<file path="src/rtl/pos_read_controller.sv">
// pos_read_controller: sequences home x neighbour particle reads for pos_data_preprocessor.
// Optional saturating back-pressure stall counter enabled by POS_READ_STALL_CNT_EN.
module pos_read_controller #(
    parameter int NUM_NEIGHBOR_CELLS = 13,
    parameter int PARTICLE_ID_WIDTH  = 7
) (
    input  logic                                                clk,
    input  logic                                                rst,
    input  logic                                                start,
    input  logic                                                back_pressure,
    input  logic [(NUM_NEIGHBOR_CELLS+1)*PARTICLE_ID_WIDTH-1:0] cell_particle_num,
    output logic [PARTICLE_ID_WIDTH-1:0]                        rd_addr,
    output logic                                                phase,
    output logic                                                pause_reading,
    output logic                                                reading_particle_num,
    output logic [PARTICLE_ID_WIDTH-1:0]                        particle_id,
    output logic [PARTICLE_ID_WIDTH-1:0]                        ref_id,
    output logic [NUM_NEIGHBOR_CELLS:0]                         broadcast_done,
`ifdef POS_READ_STALL_CNT_EN
    output logic [15:0]                                         stall_cycles,
`endif
    output logic                                                busy,
    output logic                                                done
);
    localparam int N = NUM_NEIGHBOR_CELLS + 1;
    localparam int W = PARTICLE_ID_WIDTH;

    typedef enum logic [2:0] {IDLE, RD_NUM, LATCH, SWEEP, DONE} state_t;

    state_t         state, state_n;
    logic [W-1:0]   cnt [N];
    logic [W-1:0]   cnt_in [N];
    logic [W-1:0]   max_cnt, max_in;
    logic           wrap, last;
    logic [W-1:0]   rd_addr_d, particle_id_d, ref_id_d;
    logic           phase_d, pause_d, rpn_d;
    logic [N-1:0]   bd_d;

    // unpack the count word and find the largest cell
    always_comb begin
        max_in = '0;
        for (int c = 0; c < N; c++) begin
            cnt_in[c] = cell_particle_num[c*W +: W];
            max_in    = cnt_in[c] > max_in ? cnt_in[c] : max_in;
        end
    end

    assign wrap = particle_id == max_cnt;
    assign last = phase && wrap && ref_id == cnt[0];

    // state register
    always_ff @(posedge clk) begin
        if (rst)
            state <= IDLE;
        else
            state <= state_n;
    end

    // next-state logic
    always_comb begin
        state_n = state;
        case (state)
            IDLE:    state_n = start ? RD_NUM : IDLE;
            RD_NUM:  state_n = LATCH;
            LATCH:   state_n = cnt_in[0] == '0 ? DONE : SWEEP;
            SWEEP:   state_n = (!back_pressure && last) ? DONE : SWEEP;
            DONE:    state_n = IDLE;
            default: state_n = IDLE;
        endcase
    end

    // next values of the registered outputs
    always_comb begin
        rd_addr_d     = rd_addr;
        particle_id_d = particle_id;
        ref_id_d      = ref_id;
        phase_d       = phase;
        bd_d          = broadcast_done;
        rpn_d         = state_n == RD_NUM;
        pause_d       = state == SWEEP && back_pressure;
        if (state == IDLE && start)
            rd_addr_d = '0;
        if (state == LATCH && state_n == SWEEP) begin
            ref_id_d      = W'(1);
            particle_id_d = W'(1);
            rd_addr_d     = W'(1);
            phase_d       = 1'b0;
            for (int c = 0; c < N; c++)
                bd_d[c] = cnt_in[c] == '0;
        end
        if (state == SWEEP && !back_pressure && !last) begin
            particle_id_d = wrap ? W'(1) : particle_id + 1'b1;
            phase_d       = wrap ? ~phase : phase;
            ref_id_d      = (wrap && phase && ref_id < cnt[0]) ? ref_id + 1'b1 : ref_id;
            rd_addr_d     = particle_id_d;
            for (int c = 0; c < N; c++)
                bd_d[c] = particle_id_d > cnt[c];
        end
        if (state_n == DONE)
            bd_d = '1;
    end

    // output and count registers
    always_ff @(posedge clk) begin
        if (rst) begin
            rd_addr              <= '0;
            phase                <= 1'b0;
            pause_reading        <= 1'b0;
            reading_particle_num <= 1'b0;
            particle_id          <= '0;
            ref_id               <= '0;
            broadcast_done       <= '1;
            busy                 <= 1'b0;
            done                 <= 1'b0;
            max_cnt              <= '0;
            for (int c = 0; c < N; c++)
                cnt[c] <= '0;
        end else begin
            if (state == LATCH) begin
                cnt     <= cnt_in;
                max_cnt <= max_in;
            end
            rd_addr              <= rd_addr_d;
            phase                <= phase_d;
            pause_reading        <= pause_d;
            reading_particle_num <= rpn_d;
            particle_id          <= particle_id_d;
            ref_id               <= ref_id_d;
            broadcast_done       <= bd_d;
            busy                 <= state_n != IDLE;
            done                 <= state_n == DONE;
        end
    end

`ifdef POS_READ_STALL_CNT_EN
    // count back-pressured sweep cycles, saturating, cleared on each new evaluation
    always_ff @(posedge clk) begin
        if (rst || (state == IDLE && start))
            stall_cycles <= '0;
        else if (state == SWEEP && back_pressure && stall_cycles != 16'hFFFF)
            stall_cycles <= stall_cycles + 1'b1;
    end
`endif

endmodule

</file>
<file path="config.mk">
export PLATFORM = sky130hd
export DESIGN_NAME = pos_read_controller
export DESIGN_NICKNAME = d
export VERILOG_FILES = /design/src/rtl/pos_read_controller.sv
export SDC_FILE = /design/constraint.sdc
export NUM_CORES = 1
export LEC_CHECK = 0
export BUFFER_PORTS_ARGS = -buffer_cell sky130_fd_sc_hd__clkbuf_2
export CORE_UTILIZATION = 50
export CTS_CLUSTER_DIAMETER = 40
export DETAILED_ROUTE_END_ITERATION = 16
export GPL_TIMING_DRIVEN = 0
export HOLD_SLACK_MARGIN = 0.15
export PLACE_DENSITY = 0.69
export SLEW_MARGIN = 30
export SYNTH_ARGS = -nofsm -noshare
export SYNTH_HDL_FRONTEND = slang
export SYNTH_SLANG_ARGS = --single-unit
</file>
<file path="constraint.sdc">
create_clock -name clk -period 36.7 [get_ports clk]
set_input_delay 1.835 -clock clk [delete_from_list [all_inputs] [get_ports clk]]
set_output_delay 1.835 -clock clk [all_outputs]
set_load 0.01 [all_outputs]
</file>
* Yosys cells after proc, flatten, opt, wreduce, memory -nomap -nowiden *
Index checks and enable logic that the tools add are counted.

cells by class
  add/sub/neg operators = 2
  magnitude comparators = 29
  eq/ne operators = 10
  multiplexer cells = 31
  bitwise logic cells = 1
  reductions and logical operators = 32

operators with widths
  kind                                                           number
  greater-than comparator 7 bit                                  27
  2-to-1 mux 7 bit                                               22
  zero test 7 bit                                                14
  2-to-1 mux 14 bit                                              2
  adder 7 x 1 -> 7 bit, second input constant                    2
  == test 7 bit                                                  2
  one-hot mux 3 bit (4 select lines)                             1
  == test 3 x 2 -> 1 bit, second input constant                  3
  logical AND 1 bit                                              9
  greater-than comparator 7 x 1 -> 1 bit, second input constant  1
  < comparator 7 bit                                             1
  == test 3 x 1 -> 1 bit, second input constant                  2
  2-to-1 mux 3 bit                                               2
  nonzero test 3 bit                                             2
  2-to-1 mux 1 bit                                               4
  AND reduction 2 bit                                            2
  == test 3 bit, second input constant                           1
  zero test 3 bit                                                1
  zero test 1 bit                                                2
  inequality test 2 x 1 -> 1 bit, second input constant          1
  inequality test 2 bit, second input constant                   1
  nonzero test 2 bit                                             1
  OR reduction 2 bit                                             1
  inverter 1 bit                                                 1

storage, ports and cells
  register bits = 148
  input port bits = 102
  output and inout port bits = 40
  word-level logic and storage cells = 130

* Logic depth before layout (Yosys ltp) *
  depth in word-level cells = 28
  depth in mapped cells = 117

* Worst setup path before layout *
No wires, ideal clock.

  path type = input to register
  start point = input cell_particle_num[2]
  end point = register max_cnt[2]
  setup time = 0.136 ns
  arrival time = 21.402 ns
  data required time = 36.564 ns
  setup slack = 15.162 ns
  stages = 107
  cell sequence = inv_1 ha_1 a21oi_1 a21oi_2 o21ai_2 mux2_2 ha_1 nand3_1 nor2_2 inv_1 a221oi_4 o21bai_1 ha_1 nand4_1 a21oi_1 or4_4 a311oi_2 a21oi_1 [... 71 more ...] o21ai_0 nor2_1 inv_1 o21ai_0 clkbuf_1 nor2_1 a21o_1 ha_1 a21oi_1 nor2b_1 o21ai_0 o21ai_0 nor2_1 o21bai_1 inv_1 or3_1 o221ai_1 a211oi_2

between the ends
  word-level cells in the longest chain between the ends = 28

ends and longest elaborated chain
  item                                    RTL line  RTL
  start, declared                         11        input logic [(NUM_NEIGHBOR_CELLS+1)*PARTICLE_ID_WIDTH-1:0] cell_particle_num,
  greater-than comparator 7 x 1 -> 1 bit  44        max_in = cnt_in[c] > max_in ? cnt_in[c] : max_in;
  2-to-1 mux 7 bit *                      44
  greater-than comparator 7 bit           44
  2-to-1 mux 7 bit *                      44
  greater-than comparator 7 bit           44
  2-to-1 mux 7 bit *                      44
  greater-than comparator 7 bit           44
  2-to-1 mux 7 bit *                      44
  [... 12 more ...]                       n/a
  greater-than comparator 7 bit           44
  2-to-1 mux 7 bit *                      44
  greater-than comparator 7 bit           44
  2-to-1 mux 7 bit *                      44
  greater-than comparator 7 bit           44
  2-to-1 mux 7 bit *                      44
  greater-than comparator 7 bit           44
  2-to-1 mux 7 bit *                      44
  end signal, assigned                    121       max_cnt <= max_in;
  end, declared                           33        logic [W-1:0] max_cnt, max_in;

Every way passes the cells marked *; elsewhere a longest branch is shown, timed or not.
A chain may end at the register's enable or synchronous reset.

* Final worst setup path *
  start point = input cell_particle_num[6]
  end point = register max_cnt[2]

Same word-level chain as after synthesis.

==> metrics.txt <==
PortBufs=139; # Max-Cap Violations=0; Post-synth ARST share=0%; post-CTS setup buffers=0; Mapped Cells=1559; CTS tree=done; FMAX=39.5 MHz; Crit. Startpoint=cell_particle_num[6]; H-tree depth=4; Site Rows=56; RSZ-0062 raised after global routing=false; Synth Cell Area=11900 sq um; first-pass GRT wire length=56300 um; Period Utilization, post-route=69.0%; status=completed; # diodes=0; largest net degree at the start of global routing=17; CP peak stage delay=0.63 ns; Syn-to-layout area delta=14.6%; sequential area share after synthesis=25.0%; Via density=5.74; FF-to-FF path depth=12; Worst-path clk slew=0.06 ns; Rel. slew slack=39.2%; share of cells above drive strength 1=13.0%; vias in the first global route=11100; CTS root buf=clkbuf_16; Total GRT Usage=29.2%; worst setup path end=max_cnt[2]; antenna viol nets, final=0; nets=2013; Horiz. Die Dim=156 um; TritonCTS Buffers=17; initial antenna violation count=0; reg2reg start=particle_id[3]; synthesized flop and latch total=148; measured slew at the worst slew-check pin=0.912 ns; Core Footprint=23400 sq um; skew final=0.0119 ns; top_reg_cell synth=dfxtp_1; Post-synth EDFFs=0; Setup crit start kind=input pin; final max-slew violation count=0; final hold vios=0; final setup vio count=0; Starting Density=50.7%; Mean Syn Cell Area=7.62 sq um; min Tclk post-route=25.31 ns; crit path max fanout=10; DRC Markers=0; Crit path required time=36.99 ns; post-cts resize count=0; Top delay family on crit path=compound AO/OA/AOI/OAI gates; 1st-iter DRT viols=784; area of the die=24400 sq um; hold buffers post-CTS=0; grt total ovfl=0; FF-to-FF setup slack=33.16 ns; Sink Count=148; Post-Syn Nets=1854; Critical Path AT=25.60 ns; CP Class=in -> reg; Ys Warns=0; GP Congestion=0.925; Critical R2R Capture=broadcast_done[4]; area of the multi-input gates=8160 sq um; Filler Cell Count=2271; register area=2960 sq um; worst skew pair latency=0.43 ns; Crit path depth=109; Post-DP HPWL=27100 um; TNS Setup=0 ns; synth unique cells=82; vias after detailed routing=11800; Setup crit end kind=flip-flop; # IOs=142; slowest CP cell=a221oi_1; Die Y-Extent=156 um; Buffers & Inverters on Critical Path=11; post-DR wirelength/cell=17.0 um; first drt pass iteration count=5; Total Wirelength=34900 um; clk buf depth=2; Min-Delay Path Class=reg -> reg
==> state kept, by name, summed over array words and instances (netlist names) <==
name                  count
cnt                      98
broadcast_done           14
max_cnt                   7
particle_id               7
rd_addr                   7
ref_id                    7
state                     3
busy                      1
done                      1
pause_reading             1
phase                     1
reading_particle_num      1
==> per-stage QoR <==
step | instance area [sq um] | instances | util, % | worst slack, ns | hold WS [ns]
after floorplan | 11900 | 1559 | - | 15.16 | 0.436
after global placement | 13000 | 2017 | 55.4 | 11.75 | 0.443
after detailed placement | 13000 | 2018 | 55.7 | 11.36 | 0.446
after CTS | 13600 | 2047 | 58.1 | 11.75 | 0.454
after global routing | 13600 | 2047 | 58.2 | 9.38 | 0.469
final | 13600 | 2047 | 58.2 | 11.39 | 0.452
==> final cells by class <==
cell class | count | area share (%)
timing repair buffer | 140 | 5.19
tap | 319 | 2.93
inverter | 158 | 4.36
buffer | 55 | 1.59
sequential | 148 | 21.8
multi-input combinational | 1198 | 59.9
clock inverter | 10 | 0.993
clock buffer | 19 | 3.25
==> cells in the final DEF (no fill, tap or decap), types with 8 or more instances in the layout <==
cell / instances
nand2_1: 248
a21oi_1: 207
ha_1: 193
inv_1: 158
dfxtp_1: 148
clkbuf_2: 140
o21ai_0: 79
nor2_1: 54
clkbuf_1: 51
a21o_1: 40
nand3_1: 35
nor3_1: 30
nor2b_1: 28
nand4_1: 25
nor4_1: 17
mux2i_1: 17
clkbuf_16: 17
o211ai_1: 16
a32oi_1: 13
and3_1: 10
o21a_1: 10
a211oi_2: 10
o22ai_1: 10
and2_1: 9
a31oi_1: 9
xor2_1: 8
xnor2_1: 8
nand2b_1: 8
==> per-layer routing <==
layer  global-route usage [%]  part of all wire (%)  vias to the layer above  wire, um
li1                         -                     -                     5873         -
met1                     38.4                    47                     5503     16300
met2                     49.1                    46                      329     16100
met3                     3.92                   5.1                       53      1780
met4                     9.66                   1.9                        0       658
met5                        0                     0                        -         0
==> synth_stat cells, types with 4 or more instances <==
cell	n	area share [%]
and3_1	10	0.53
a31oi_1	9	0.47
a21oi_1	207	8.7
mux2i_1	17	1.4
xnor2_1	8	0.59
and4_1	4	0.30
and2_1	9	0.47
o221ai_1	6	0.44
o211ai_1	16	1.0
nor4_1	17	0.90
clkbuf_1	50	1.6
o21ai_0	79	3.3
ha_1	193	20
o221a_2	4	0.38
o21a_1	10	0.63
nor3_1	30	1.3
a211oi_2	9	0.95
mux2_2	6	0.57
nand2_1	248	7.8
nand3_1	35	1.5
maj3_1	5	0.42
nor2_1	60	1.9
o22ai_2	4	0.42
dfxtp_1	148	25
a211oi_1	6	0.38
nor2b_1	30	1.6
a32oi_1	13	0.96
o22ai_1	10	0.53
or3_1	6	0.32
nand2b_1	8	0.42
xor2_1	8	0.59
nand3b_1	7	0.44
a21o_1	40	2.5
nand4_1	25	1.3
inv_1	158	5.0
==> cell families (layout without fill, tap and decap cells) <==
group / after synthesis / count (layout) / share of synthesized area [%]
AND/OR/NAND/NOR: 502 / 502 / 19.6
AO/OA/AOI/OAI: 459 / 459 / 24.6
buffers and inverters: 213 / 382 / 6.82
adder cells (fa/ha/maj): 198 / 198 / 20.8
flip-flops: 148 / 148 / 25.0
multiplexers: 23 / 23 / 2.00
XOR/XNOR: 16 / 16 / 1.18
==> tightest hold or removal path, stage by stage (launching register included) <==
cell and delay [ns]:
dfxtp_1 0.31, nand2_1 0.05, a21oi_1 0.05
==> worst min path at each step <==
stage / startpoint / end / slack (ns) / cells after the start
2_1_floorplan: cnt[10] / cnt[10] / 0.44 / 2
3_3_place_gp: cnt[34] / cnt[34] / 0.44 / 2
3_5_place_dp: cnt[5] / cnt[5] / 0.45 / 2
4_1_cts: cnt[5] / cnt[5] / 0.45 / 2
5_1_grt: cnt[5] / cnt[5] / 0.47 / 2
6_report: rd_addr[2] / rd_addr[2] / 0.45 / 2
Power is left out: the tool's default activity adds up to more than one toggle a clock period on the data nets, which glitch-free logic cannot reach.
